File: config.mk
export PLATFORM = sky130hd
export DESIGN_NAME = hack_fetch_unit_flat
export DESIGN_NICKNAME = d
export VERILOG_FILES = /design/src/rtl/hack_fetch_unit_pkg.sv /design/src/rtl/hack_fetch_unit_if.sv /design/src/rtl/hack_fetch_unit_fetch_fifo.sv /design/src/rtl/hack_fetch_unit.sv /design/src/flat_wrapper.sv
export SDC_FILE = /design/constraint.sdc
export NUM_CORES = 1
export LEC_CHECK = 0
export BUFFER_PORTS_ARGS = -buffer_cell sky130_fd_sc_hd__buf_4
export CAP_MARGIN = 10
export CORE_UTILIZATION = 60
export DETAILED_ROUTE_END_ITERATION = 16
export PLACE_DENSITY = 0.85
export SYNTH_ARGS = -nofsm -noshare
export SYNTH_HDL_FRONTEND = slang
export SYNTH_HIERARCHICAL = 1
export SYNTH_SLANG_ARGS = --single-unit
File: constraint.sdc
create_clock -name clk -period 8.6 [get_ports clk]
set_input_delay 2.15 -clock clk [delete_from_list [all_inputs] [get_ports clk]]
set_output_delay 2.15 -clock clk [all_outputs]
set_load 0.03 [all_outputs]
File: src/rtl/hack_fetch_unit_pkg.sv
// rtl/hack_fetch_unit_pkg.sv - shared widths and fetch FSM encodings for the Hack fetch unit
package hack_fetch_unit_pkg;

    localparam int HACK_ADDR_W     = 15;
    localparam int HACK_DATA_W     = 16;
    localparam int HACK_FIFO_DEPTH = 2;

    typedef enum logic [1:0] {
        S_IDLE  = 2'd0,
        S_REQ   = 2'd1,
        S_STALL = 2'd2
    } fetch_state_t;

endpackage

File: src/rtl/hack_fetch_unit_if.sv
// rtl/hack_fetch_unit_if.sv - ROM, redirect and decode-side signals of the fetch unit
interface hack_fetch_unit_if
    import hack_fetch_unit_pkg::*;
#(
    parameter int ADDR_W = HACK_ADDR_W,
    parameter int DATA_W = HACK_DATA_W
);
    logic              rom_req;
    logic [ADDR_W-1:0] rom_addr;
    logic              rom_ack;
    logic [DATA_W-1:0] rom_data;
    logic              jmp_valid;
    logic [ADDR_W-1:0] jmp_addr;
    logic              instr_valid;
    logic              instr_ready;
    logic [DATA_W-1:0] instr_data;
    logic [ADDR_W-1:0] instr_pc;

    // fetch unit side
    modport master (
        output rom_req, rom_addr, instr_valid, instr_data, instr_pc,
        input  rom_ack, rom_data, jmp_valid, jmp_addr, instr_ready
    );

    // ROM / execute / decode side
    modport slave (
        input  rom_req, rom_addr, instr_valid, instr_data, instr_pc,
        output rom_ack, rom_data, jmp_valid, jmp_addr, instr_ready
    );
endinterface

File: src/rtl/hack_fetch_unit_fetch_fifo.sv
// rtl/hack_fetch_unit_fetch_fifo.sv - small synchronous instruction buffer with flush
module fetch_fifo #(
    parameter int WIDTH = 31,
    parameter int DEPTH = 2,
    parameter int CNT_W = $clog2(DEPTH) + 1
) (
    input  logic             clk,
    input  logic             rst_n,
    input  logic             push_i,
    input  logic [WIDTH-1:0] data_i,
    input  logic             pop_i,
    input  logic             flush_i,
    output logic             full_o,
    output logic             empty_o,
    output logic [CNT_W-1:0] count_next_o,
    output logic [WIDTH-1:0] head_o
);
    localparam int PTR_W = $clog2(DEPTH);

    logic [WIDTH-1:0] mem_q [DEPTH];
    logic [PTR_W-1:0] wr_ptr_q;
    logic [PTR_W-1:0] rd_ptr_q;
    logic [CNT_W-1:0] count_q;
    logic [CNT_W-1:0] count_d;

    // occupancy after this edge; flush wins over any push/pop
    always_comb begin
        count_d = count_q;
        if (flush_i) begin
            count_d = '0;
        end else if (push_i && !pop_i) begin
            count_d = count_q + CNT_W'(1);
        end else if (!push_i && pop_i) begin
            count_d = count_q - CNT_W'(1);
        end
    end

    // storage and pointers; pointers wrap naturally at DEPTH (power of two)
    always_ff @(posedge clk or negedge rst_n) begin
        if (!rst_n) begin
            for (int i = 0; i < DEPTH; i++) begin
                mem_q[i] <= '0;
            end
            wr_ptr_q <= '0;
            rd_ptr_q <= '0;
            count_q  <= '0;
        end else begin
            count_q <= count_d;
            if (flush_i) begin
                wr_ptr_q <= '0;
                rd_ptr_q <= '0;
            end else begin
                if (push_i) begin
                    mem_q[wr_ptr_q] <= data_i;
                    wr_ptr_q        <= wr_ptr_q + PTR_W'(1);
                end
                if (pop_i) begin
                    rd_ptr_q <= rd_ptr_q + PTR_W'(1);
                end
            end
        end
    end

    assign count_next_o = count_d;
    assign full_o       = (count_q == CNT_W'(DEPTH));
    assign empty_o      = (count_q == '0);
    assign head_o       = mem_q[rd_ptr_q];
endmodule

File: src/rtl/hack_fetch_unit.sv
// rtl/hack_fetch_unit.sv - Hack CPU fetch stage: PC, ROM request FSM, jump redirect
module hack_fetch_unit
    import hack_fetch_unit_pkg::*;
#(
    parameter int ADDR_W     = HACK_ADDR_W,
    parameter int DATA_W     = HACK_DATA_W,
    parameter int FIFO_DEPTH = HACK_FIFO_DEPTH
) (
    input  logic              clk,
    input  logic              rst_n,
    hack_fetch_unit_if.master bus
);
    localparam int CNT_W   = $clog2(FIFO_DEPTH) + 1;
    localparam int ENTRY_W = ADDR_W + DATA_W;

    fetch_state_t      state_q, state_d;
    logic [ADDR_W-1:0] pc_q, pc_d;
    logic              drop_q, drop_d;
    logic              rom_req_q, rom_req_d;
    logic [ADDR_W-1:0] rom_addr_q, rom_addr_d;

    logic               ack;
    logic               fifo_push;
    logic               fifo_pop;
    logic               fifo_full;
    logic               fifo_empty;
    logic               slot_free;
    logic [CNT_W-1:0]   count_next;
    logic [ENTRY_W-1:0] head;

    // an ack only counts against our own open request; a jump in the same
    // cycle discards the returning word and a pop under a jump is ignored
    assign ack       = rom_req_q && bus.rom_ack;
    assign fifo_push = ack && !drop_q && !bus.jmp_valid;
    assign fifo_pop  = !fifo_empty && bus.instr_ready && !bus.jmp_valid;
    assign slot_free = (count_next < CNT_W'(FIFO_DEPTH));

    fetch_fifo #(
        .WIDTH (ENTRY_W),
        .DEPTH (FIFO_DEPTH),
        .CNT_W (CNT_W)
    ) u_fifo (
        .clk          (clk),
        .rst_n        (rst_n),
        .push_i       (fifo_push),
        .data_i       ({pc_q, bus.rom_data}),
        .pop_i        (fifo_pop),
        .flush_i      (bus.jmp_valid),
        .full_o       (fifo_full),
        .empty_o      (fifo_empty),
        .count_next_o (count_next),
        .head_o       (head)
    );

    // next PC, stale-response drop flag and request FSM
    always_comb begin
        state_d    = state_q;
        pc_d       = pc_q;
        drop_d     = drop_q;
        rom_req_d  = rom_req_q;
        rom_addr_d = rom_addr_q;

        if (bus.jmp_valid) begin
            pc_d = bus.jmp_addr;
        end else if (fifo_push) begin
            pc_d = pc_q + ADDR_W'(1);
        end

        // a request still open across a jump must be allowed to finish, but its data is stale
        if (ack) begin
            drop_d = 1'b0;
        end else if (bus.jmp_valid && rom_req_q) begin
            drop_d = 1'b1;
        end

        case (state_q)
            S_IDLE: begin
                state_d    = S_REQ;
                rom_req_d  = 1'b1;
                rom_addr_d = pc_d;
            end
            S_REQ: begin
                if (ack) begin
                    rom_addr_d = pc_d;
                    if (slot_free) begin
                        rom_req_d = 1'b1;
                    end else begin
                        state_d   = S_STALL;
                        rom_req_d = 1'b0;
                    end
                end
            end
            S_STALL: begin
                if (slot_free) begin
                    state_d    = S_REQ;
                    rom_req_d  = 1'b1;
                    rom_addr_d = pc_d;
                end
            end
            default: begin
                state_d   = S_IDLE;
                rom_req_d = 1'b0;
            end
        endcase
    end

    // registered FSM state, PC and ROM request outputs
    always_ff @(posedge clk or negedge rst_n) begin
        if (!rst_n) begin
            state_q    <= S_IDLE;
            pc_q       <= '0;
            drop_q     <= 1'b0;
            rom_req_q  <= 1'b0;
            rom_addr_q <= '0;
        end else begin
            state_q    <= state_d;
            pc_q       <= pc_d;
            drop_q     <= drop_d;
            rom_req_q  <= rom_req_d;
            rom_addr_q <= rom_addr_d;
        end
    end

    // a request is only issued with a slot reserved, so a push never meets a full buffer
    always @(posedge clk) begin
        if (rst_n) begin
            assert (!(fifo_push && fifo_full && !fifo_pop));
        end
    end

    assign bus.rom_req     = rom_req_q;
    assign bus.rom_addr    = rom_addr_q;
    assign bus.instr_valid = !fifo_empty;
    assign bus.instr_pc    = head[ENTRY_W-1:DATA_W];
    assign bus.instr_data  = head[DATA_W-1:0];
endmodule
File: src/flat_wrapper.sv
// flat-port wrapper written by rule: the top's interface ports become plain ports
module hack_fetch_unit_flat import hack_fetch_unit_pkg::*;
#(
    parameter int ADDR_W     = HACK_ADDR_W,
    parameter int DATA_W     = HACK_DATA_W,
    parameter int FIFO_DEPTH = HACK_FIFO_DEPTH
)
  (clk, rst_n, bus_rom_req, bus_rom_addr, bus_instr_valid, bus_instr_data, bus_instr_pc, bus_rom_ack, bus_rom_data, bus_jmp_valid, bus_jmp_addr, bus_instr_ready);
  hack_fetch_unit_if #(.ADDR_W(ADDR_W), .DATA_W(DATA_W)) bus_i ();
  input  logic clk;
  input  logic rst_n;
  output wire logic [$bits(bus_i.rom_req)-1:0] bus_rom_req;
  output wire logic [$bits(bus_i.rom_addr)-1:0] bus_rom_addr;
  output wire logic [$bits(bus_i.instr_valid)-1:0] bus_instr_valid;
  output wire logic [$bits(bus_i.instr_data)-1:0] bus_instr_data;
  output wire logic [$bits(bus_i.instr_pc)-1:0] bus_instr_pc;
  input wire logic [$bits(bus_i.rom_ack)-1:0] bus_rom_ack;
  input wire logic [$bits(bus_i.rom_data)-1:0] bus_rom_data;
  input wire logic [$bits(bus_i.jmp_valid)-1:0] bus_jmp_valid;
  input wire logic [$bits(bus_i.jmp_addr)-1:0] bus_jmp_addr;
  input wire logic [$bits(bus_i.instr_ready)-1:0] bus_instr_ready;
  assign bus_rom_req = bus_i.rom_req;
  assign bus_rom_addr = bus_i.rom_addr;
  assign bus_instr_valid = bus_i.instr_valid;
  assign bus_instr_data = bus_i.instr_data;
  assign bus_instr_pc = bus_i.instr_pc;
  assign bus_i.rom_ack = bus_rom_ack;
  assign bus_i.rom_data = bus_rom_data;
  assign bus_i.jmp_valid = bus_jmp_valid;
  assign bus_i.jmp_addr = bus_jmp_addr;
  assign bus_i.instr_ready = bus_instr_ready;
  hack_fetch_unit #(.ADDR_W(ADDR_W), .DATA_W(DATA_W), .FIFO_DEPTH(FIFO_DEPTH)) u_core (.clk(clk), .rst_n(rst_n), .bus(bus_i));
endmodule
## Yosys cells after proc, flatten, opt, wreduce, memory -nomap -nowiden

Cells that the tools add are included.

| word-level totals | value |
|---|---|
| output and inout port bits | 48 |
| register bits | 100 |
| logic and storage cells | 79 |

| operators by class | value |
|---|---|
| reductions and logical operators | 24 |
| mux-type cells | 28 |
| equal/unequal tests | 5 |
| bitwise gates (word level) | 3 |
| order comparisons | 4 |
| add/sub/neg operators | 5 |

Operators by type and width:

| operator | number |
|---|---|
| $mux W31 | 4 |
| $bwmux W62 | 1 |
| $mux W15 | 4 |
| $pmux W15 S3 | 1 |
| $demux W31 S1 | 1 |
| $add A15 B1 Y15 const B | 1 |
| $mux W2 | 6 |
| $logic_and A1 B1 Y1 | 9 |
| $mux W1 | 9 |
| $pmux W2 S3 | 1 |
| $reduce_and A3 Y1 | 2 |
| $reduce_bool A2 Y1 | 3 |
| $logic_not A1 Y1 | 5 |
| $ge A2 B2 Y1 const B | 2 |
| $logic_not A2 Y1 | 2 |
| $ne A2 B1 Y1 const B | 2 |
| $not A1 Y2 | 2 |
| $reduce_and A2 Y1 | 2 |
| $pmux W1 S3 | 1 |
| $reduce_bool A3 Y1 | 1 |
| $add A1 B1 Y1 const B | 2 |
| $add A2 B1 Y2 const B | 1 |
| $eq A2 B1 Y1 const B | 1 |
| $eq A2 B2 Y1 const B | 1 |
| other kinds (5) | 5 |

## Logic depth before layout (Yosys ltp)

Gate-level depths: netlist (run 1).

| depth | value |
|---|---|
| word-level depth | 12 |
| gate-level depth with buffers | 11 |
| depth with buffers taken out | 9 |

## Hierarchy

Netlist (run 1), hierarchy kept.

By module, submodules not included:

| module | times used | cells each | area an instance (sq um) |
|---|---|---|---|
| fetch_fifo | 1 | 186 | 2,900.3 |
| hack_fetch_unit | 1 | 153 | 1,656.6 |

## Worst setup path before layout (run 1)

No wires, ideal clock.

| timing | value |
|---|---|
| path type | input -> register |
| start | input port bus_jmp_valid |
| end | register u_core.rom_addr_q[10] (netlist: u_core/bus.rom_addr[10]) |
| data arrival time | 5.227 ns |
| setup time | 0.125 ns |
| stages | 10 |
| setup slack | 3.248 ns |
| path through | clkbuf_1 clkbuf_1 clkbuf_1 nor2_1 xor2_1 o311ai_0 a21oi_1 a31oi_1 buf_2 mux2_2 |

| between the ends | value |
|---|---|
| cells in the longest elaborated chain, start to end | 10 |
| elaborated cells between the ends (all ways) | 18 |
| those cells by class | order compare (1); eq/ne (1); mux (8); reduce/logical (8) |

RTL lines:

| what | RTL line | text |
|---|---|---|
| start, declared | flat_wrapper.sv:19 | `input wire logic [$bits(bus_i.jmp_valid)-1:0] bus_jmp_valid;` |
| $logic_not A1 Y1 (*) | hack_fetch_unit.sv:34 | `assign fifo_push = ack && !drop_q && !bus.jmp_valid;` |
| $logic_and A1 B1 Y1 (*) | hack_fetch_unit.sv:34 |  |
| net u_core.fifo_push | hack_fetch_unit.sv:23 | `logic fifo_push;` |
| $logic_not A1 Y1 | hack_fetch_unit_fetch_fifo.sv:33 | `end else if (!push_i && pop_i) begin` |
| $logic_and A1 B1 Y1 | hack_fetch_unit_fetch_fifo.sv:33 |  |
| $mux W2 | hack_fetch_unit_fetch_fifo.sv:33 |  |
| $mux W2 (*) | hack_fetch_unit_fetch_fifo.sv:31 | `end else if (push_i && !pop_i) begin` |
| $mux W2 (*) | hack_fetch_unit_fetch_fifo.sv:29 | `if (flush_i) begin` |
| net u_core.count_next[1] | hack_fetch_unit.sv:28 | `logic [CNT_W-1:0] count_next;` |
| $lt A2 B2 Y1 (*) | hack_fetch_unit.sv:36 | `assign slot_free = (count_next < CNT_W'(FIFO_DEPTH));` |
| $ne A2 B1 Y1 (no source line) (*) | - |  |
| $reduce_and A3 Y1 (no source line) (*) | - |  |
| end signal, assigned | hack_fetch_unit.sv:120 | `rom_addr_q <= rom_addr_d;` |
| end, declared | hack_fetch_unit.sv:20 | `logic [ADDR_W-1:0] rom_addr_q, rom_addr_d;` |

Mark *: on every way through the listed nets, which the timed path passes. The rest lies on a longest branch. The select of a mux whose other input is x is not followed.
A chain may end at the register's enable or synchronous reset.

## Worst setup path in the final report (run 1)

| timing | value |
|---|---|
| start | input port bus_jmp_valid |
| end | register u_core.rom_addr_q[7] (netlist: u_core/bus.rom_addr[7]) |

| between the ends | value |
|---|---|
| elaborated cells between the ends (all ways) | 18 |
| those cells by class | order compare (1); eq/ne (1); mux (8); reduce/logical (8) |

RTL lines:

| what | RTL line | text |
|---|---|---|
| $logic_not A1 Y1 (*) | hack_fetch_unit.sv:35 | `assign fifo_pop = !fifo_empty && bus.instr_ready && !bus.jmp_valid;` |
| $logic_and A1 B1 Y1 (*) | hack_fetch_unit.sv:35 |  |
| net u_core.fifo_pop | hack_fetch_unit.sv:24 | `logic fifo_pop;` |
| $logic_and A1 B1 Y1 or $logic_not A1 Y1 (tied branches) | hack_fetch_unit_fetch_fifo.sv:33, hack_fetch_unit_fetch_fifo.sv:31 |  |
| $mux W2 or $logic_and A1 B1 Y1 (tied branches) | hack_fetch_unit_fetch_fifo.sv:33, hack_fetch_unit_fetch_fifo.sv:31 |  |
| $mux W2 (*) | hack_fetch_unit_fetch_fifo.sv:31 |  |
| $mux W2 (*) | hack_fetch_unit_fetch_fifo.sv:29 |  |
| net u_core.count_next[1] | hack_fetch_unit.sv:28 |  |
| $lt A2 B2 Y1 (*) | hack_fetch_unit.sv:36 |  |
| $ne A2 B1 Y1 (no source line) (*) | - |  |
| $reduce_and A3 Y1 (no source line) (*) | - |  |

Marks and branches as above.

==> metrics, run 1 <==
r2r setup slk approximately 5.4 ns; Final ANT Viol Nets 0; total wire length 8.861 mm; Worst path slowest cell o311ai_0; Initial Util 0.6232; nets@finish roughly 460; Setup Fix Bufs, Post-CTS 0; crit-path cells buf_4 > nor3b_1 > xor2_1 > o311ai_0 > a21oi_1 > a31oi_1 > buf_4 > mux2_2; 1st-iter DRT viols about 120; clk_lat worst skew 0.36 ns; Post-Syn Instances ~340; fmax between 200 and 250 MHz; Final Wtd Congestion 0.8412; cts hold-fix bufs 0; Slew HR 0.3062; Worst Hold Class flop to flop; pwr dens 348.3 mW/mm^2; clock skew 0.006532 ns; setup repair after global routing missed its margin no; CTS Buf Count 9; Setup WS post-layout roughly 4.0 ns; placed inst area 0.005246 mm^2; final hold vios 0; row cnt 31; Initial DRT Pass Iterations 4; via count between 2000 and 3000; GRT Util Overall 0.2427; clk root buf clkbuf_8; Area Overhead vs Synth 20.93%; Crit. End Element flop; initial antenna violation count 0; Worst setup SP type input pin; # H-tree levels 3; clock-pin slew on the worst setup and hold paths about 0.090 ns; share of cells above drive strength 1 0.5047; static leakage around 2.6 nW; die area 0.007926 mm^2; Non-Filler Instances 525; pre-CTS setup slack 3.607 ns; maximum vdd drop approximately 0.00024 V; # setup viols final 0; Syn Area/Cell ~13 um^2; Final Core Density 0.7536; hpwl dp around 6.1 mm; Period minus WS final between 4 and 5 ns; Final period util 0.5387; core area approximately 0.0073 mm^2; Worst Path Arrival about 5 ns; syn_nets about 380; first-pass GRT wire length between 10 and 15 mm; Max Root-Sink Buffers 2; drt wl/cell 16.88 um; Via density approximately 5.7; io pins 84; dpl cells about 510; synthesized cell area around 0.0045 mm^2; vias in the first global route slightly above 3000; Worst-Margin Slew slightly above 1 ns; CP Data Required Time between 8 and 9 ns; final setup TNS 0 ns; Max Cap Viol 0; synth warn 6; Die Wd just under 90 um; run status finished, final reports clean; Setup Crit Path Kind input pin to flop; drt drc 0; Critical Path Fanout Max 45; n_diodes 0; Slew Limit Fails 0; most frequent CP cell buf_4; Chip Height between 80 and 90 um; CTS tree done; grt total ovfl 0; IO Port Bufs slightly above 80; CTS sink count 100; post-CTS sizing 0; CP peak stage delay roughly 0.88 ns; largest net degree at the start of global routing 52; post-route cell area 0.005495 mm^2
==> power breakdown <==
part           internal, W  switching, W
Combinational     0.000382      0.000432
Sequential        0.000637      0.000105
Clock             0.000201      0.000156
Total              0.00122      0.000694
==> per-layer routing <==
metal / up-vias / routed length [um] / GRT usage
li1: 1382 / - / -
met1: 1488 / 3903 / 0.3058
met2: 92 / 4435 / 0.4098
met3: 10 / 412 / 0.06741
met4: 0 / 110 / 0.07937
met5: - / 0 / 0
==> flip-flops by register name, summed over array words and instances, names as in the netlist <==
register,flops
u_core/u_fifo/count_q,2
u_core/state_q,2
u_core/bus.rom_addr,15
u_core/bus.rom_req,1
u_core/drop_q,1
u_core/pc_q,15
u_core/u_fifo/mem_q,62
u_core/u_fifo/rd_ptr_q,1
u_core/u_fifo/wr_ptr_q,1
==> path summary, 6_finish.rpt <==
path	start	to	depth (start not counted)
worst max-delay path	bus_jmp_valid	u_core/bus.rom_addr[7]	8
max in group asynchronous	rst_n	u_core/pc_q[6]	2
worst min register to register	u_core/u_fifo/mem_q[35]	u_core/u_fifo/mem_q[35]	1
min in group asynchronous	rst_n	u_core/u_fifo/mem_q[11]	1
worst max register to register	u_core/bus.rom_req	u_core/bus.rom_addr[7]	8
worst min-delay path	u_core/u_fifo/mem_q[35]	u_core/u_fifo/mem_q[35]	1
==> cell type report <==
| type | instances | area, um^2 |
|---|---|---|
| clock inverter | 6 | 111.4 |
| multi-input combinational | 213 | 1926 |
| clock buffer | 10 | 137.6 |
| tap | 99 | 123.9 |
| sequential | 100 | 2502 |
| inverter | 9 | 33.78 |
| timing repair buffer | 88 | 660.6 |
| fill | 496 | 1797 |
==> placed cells by master, fill, tap and decap left out, types with 3 or more instances in the layout <==
cell type	instances
bufinv_16	3
buf_4	88
xnor2_1	7
inv_1	9
mux2_2	104
xor2_1	3
dfrtp_1	100
nand3_1	5
nor2_1	7
clkbuf_8	10
a21oi_1	9
o21ai_0	8
nand4_1	6
nor2b_1	5
nand2_1	19
mux2_1	4
==> per-stage QoR <==
| stage | total power [W] | hold WS (ns) |
|---|---|---|
| 2_1_floorplan | 0.001287 | 0.4541 |
| 3_3_place_gp | 0.001534 | 0.4632 |
| 3_5_place_dp | 0.001570 | 0.4735 |
| 4_1_cts | 0.001929 | 0.4957 |
| 5_1_grt | 0.002021 | 0.5176 |
| 6_report | 0.001914 | 0.4943 |
==> critical path: cells and delay by family <==
kind | cells | cell delay [ns]
buf+inv | 2 | 0.49
simple gates | 1 | 0.49
mux | 1 | 0.36
compound gates | 3 | 1.23
xor+xnor | 1 | 0.17
Power figures use the tool's default switching activity.
==> run 2, diff against run 1 <==
--- a/config.mk
+++ b/config.mk
@@ -7,9 +7,9 @@
 export LEC_CHECK = 0
 export BUFFER_PORTS_ARGS = -buffer_cell sky130_fd_sc_hd__buf_4
 export CAP_MARGIN = 10
-export CORE_UTILIZATION = 60
+export CORE_UTILIZATION = 55
 export DETAILED_ROUTE_END_ITERATION = 16
-export PLACE_DENSITY = 0.85
+export PLACE_DENSITY = 0.79
 export SYNTH_ARGS = -nofsm -noshare
 export SYNTH_HDL_FRONTEND = slang
 export SYNTH_HIERARCHICAL = 1
==> constraint.sdc (replaced) <==
create_clock -name clk -period 4.5 [get_ports clk]
set_input_delay 1.125 -clock clk [delete_from_list [all_inputs] [get_ports clk]]
set_output_delay 1.125 -clock clk [all_outputs]
set_load 0.03 [all_outputs]
==> run 2 against run 1 <==
Global-route usage shrank 3.1 points. Worst hold slack gained 0.012 ns. Sequential power grew 90%. Critical endpoint is now u_core/bus.rom_addr[5]. Cell area grew 0.27%. Via count shrank 2.2%.
==> metrics, run 2 (synthesis gave the netlist of run 1 again) <==
Min Hold Slack slightly above 0.5 ns; most flop-heavy register u_core/u_fifo/mem_q; row cnt 32; dpl cells approximately 500; Slew Limit Fails 0; share of cells above drive strength 1 0.5070; Slew HR 0.3061; GR Layer Usage met3 0.04762; setup repair after global routing missed its margin no; Non-Filler Instances 530; CP Data Required Time between 4 and 5 ns; nets@finish between 400 and 500; commonest non-fill, non-tap cells in the layout mux2_2 (104), dfrtp_1 (100), buf_4 (90); vias in the first global route approximately 3000; Period minus WS final roughly 3.5 ns; Crit. End Element flop; clk root buf clkbuf_8; largest net degree at the start of global routing 60; cts hold-fix bufs 0; met2 GRT Util 0.3431; Final ANT Viol Nets 0; Area Overhead vs Synth 21.26%; Worst-Margin Slew 1.028 ns; clk_lat worst skew roughly 0.36 ns; GRT met1 Usage 0.2845; CTS sink count 100; Initial Util 0.5791; Max Root-Sink Buffers 2; Worst path top cell family by delay compound AO/OA/AOI/OAI gates; # setup viols final 0; max reg flops 62; drt wl/cell ~16 um; Worst path slowest cell o311ai_0; Setup Fix Bufs, Post-CTS 0; maximum vdd drop 0.0004556 V; Final Wtd Congestion ~0.80; io pins 84; core area approximately 0.0078 mm^2; clock skew between 0.008 and 0.009 ns; Worst Path Arrival 3.76 ns; final setup TNS 0 ns; fmax about 280 MHz; first-pass GRT wire length ~14 mm; Setup Crit Path Kind input pin to flop; Via density ~5.5; static leakage 2.602 nW; CP peak stage delay 0.88 ns; initial antenna violation count 0; most common cell after layout, fill and taps aside mux2_2; Final period util 0.7810; Critical Path Fanout Max 17; GRT Util Overall 0.2118; most frequent CP cell buf_4; IO Port Bufs 83; WP buf/inv 2; drt drc 0; Initial DRT Pass Iterations 4; clock-pin slew on the worst setup and hold paths 0.09 ns; # fillers 582; Max Cap Viol 0; Final Core Density 0.7022; final hold vios 0; Die Wd just over 90 um; post-CTS sizing 0; # H-tree levels 3; via count around 2900; hpwl dp roughly 6 mm; n_diodes 0; Worst Hold Class flop to flop; run status finished, final reports clean; total wire length 8.639 mm; Worst setup SP type input pin; grt total ovfl 0; CTS tree done; die area 0.008630 mm^2; 1st-iter DRT viols between 90 and 100; Tot Pwr between 0.003 and 0.004 W; Top Usage Layer GRT met2; crit-path cells buf_4 > nand3b_4 > nor2_1 > xor2_1 > o311ai_0 > a21oi_1 > a31oi_1 > buf_4 > mux2_2; CTS Buf Count 9; Chip Height ~93 um; pwr dens between 600 and 700 mW/mm^2
run 2: changes by cell type in the layout (fill, tap and decap cells not counted), sizes merged:
cell / before / now
clkbuf: 10 / 9
inv: 9 / 11
clkinvlp: 1 / 0
buf: 88 / 90
run 2: power by group:
group / internal [W] / switching [W] / leakage, nW
Combinational: 0.000731 / 0.000824 / 1.21
Sequential: 0.00122 / 0.000191 / 1.27
Clock: 0.000373 / 0.000314 / 0.124
run 2: final timing paths:
check                                         startpoint  slack [ns]  cells past startpoint                       to
worst max-delay path                         bus_rom_ack        0.99                      9   u_core/bus.rom_addr[5]
worst min-delay path             u_core/u_fifo/mem_q[30]        0.51                      1  u_core/u_fifo/mem_q[30]
worst max register to register  u_core/u_fifo/count_q[0]        1.29                      9   u_core/bus.rom_addr[5]
worst min register to register   u_core/u_fifo/mem_q[30]        0.51                      1  u_core/u_fifo/mem_q[30]
max in group asynchronous                          rst_n        2.90                      2  u_core/bus.rom_addr[14]
min in group asynchronous                          rst_n        0.81                      1  u_core/u_fifo/mem_q[42]
run 2: final cells by class:
cell class	instances	area (um^2)	share of cell area
multi-input combinational	213	1926	0.3495
tap	102	127.6	0.02316
timing repair buffer	90	675.6	0.1226
sequential	100	2502	0.4541
clock buffer	9	123.9	0.02248
inverter	9	33.78	0.006131
clock inverter	7	121.4	0.02203
run 2: worst register-to-register path: cells and delay by family, from the launching register on:
kind	cells	cell delay, ns
AOI/OAI and AO/OA	3	1.22
xor gates and xnor gates	1	0.17
adders and majority gates	1	0.20
buffers and inverters	2	0.31
DFF	1	0.37
muxes	1	0.36
and+or+nand+nor	1	0.46
run 2: metrics by stage:
step	cell area, um^2	setup WS [ns]
finish	5510	0.9857
global route	5510	0.7832
CTS	5510	1.013
detailed placement	5265	0.6268
global placement	5265	0.7404
floorplan	4544	0.1731
run 2: routing by layer:
metal  vias up  share of wire
met5         -              0
met4         0         0.0087
met3         9          0.049
met2        76           0.48
met1      1439           0.46
li1       1384              -
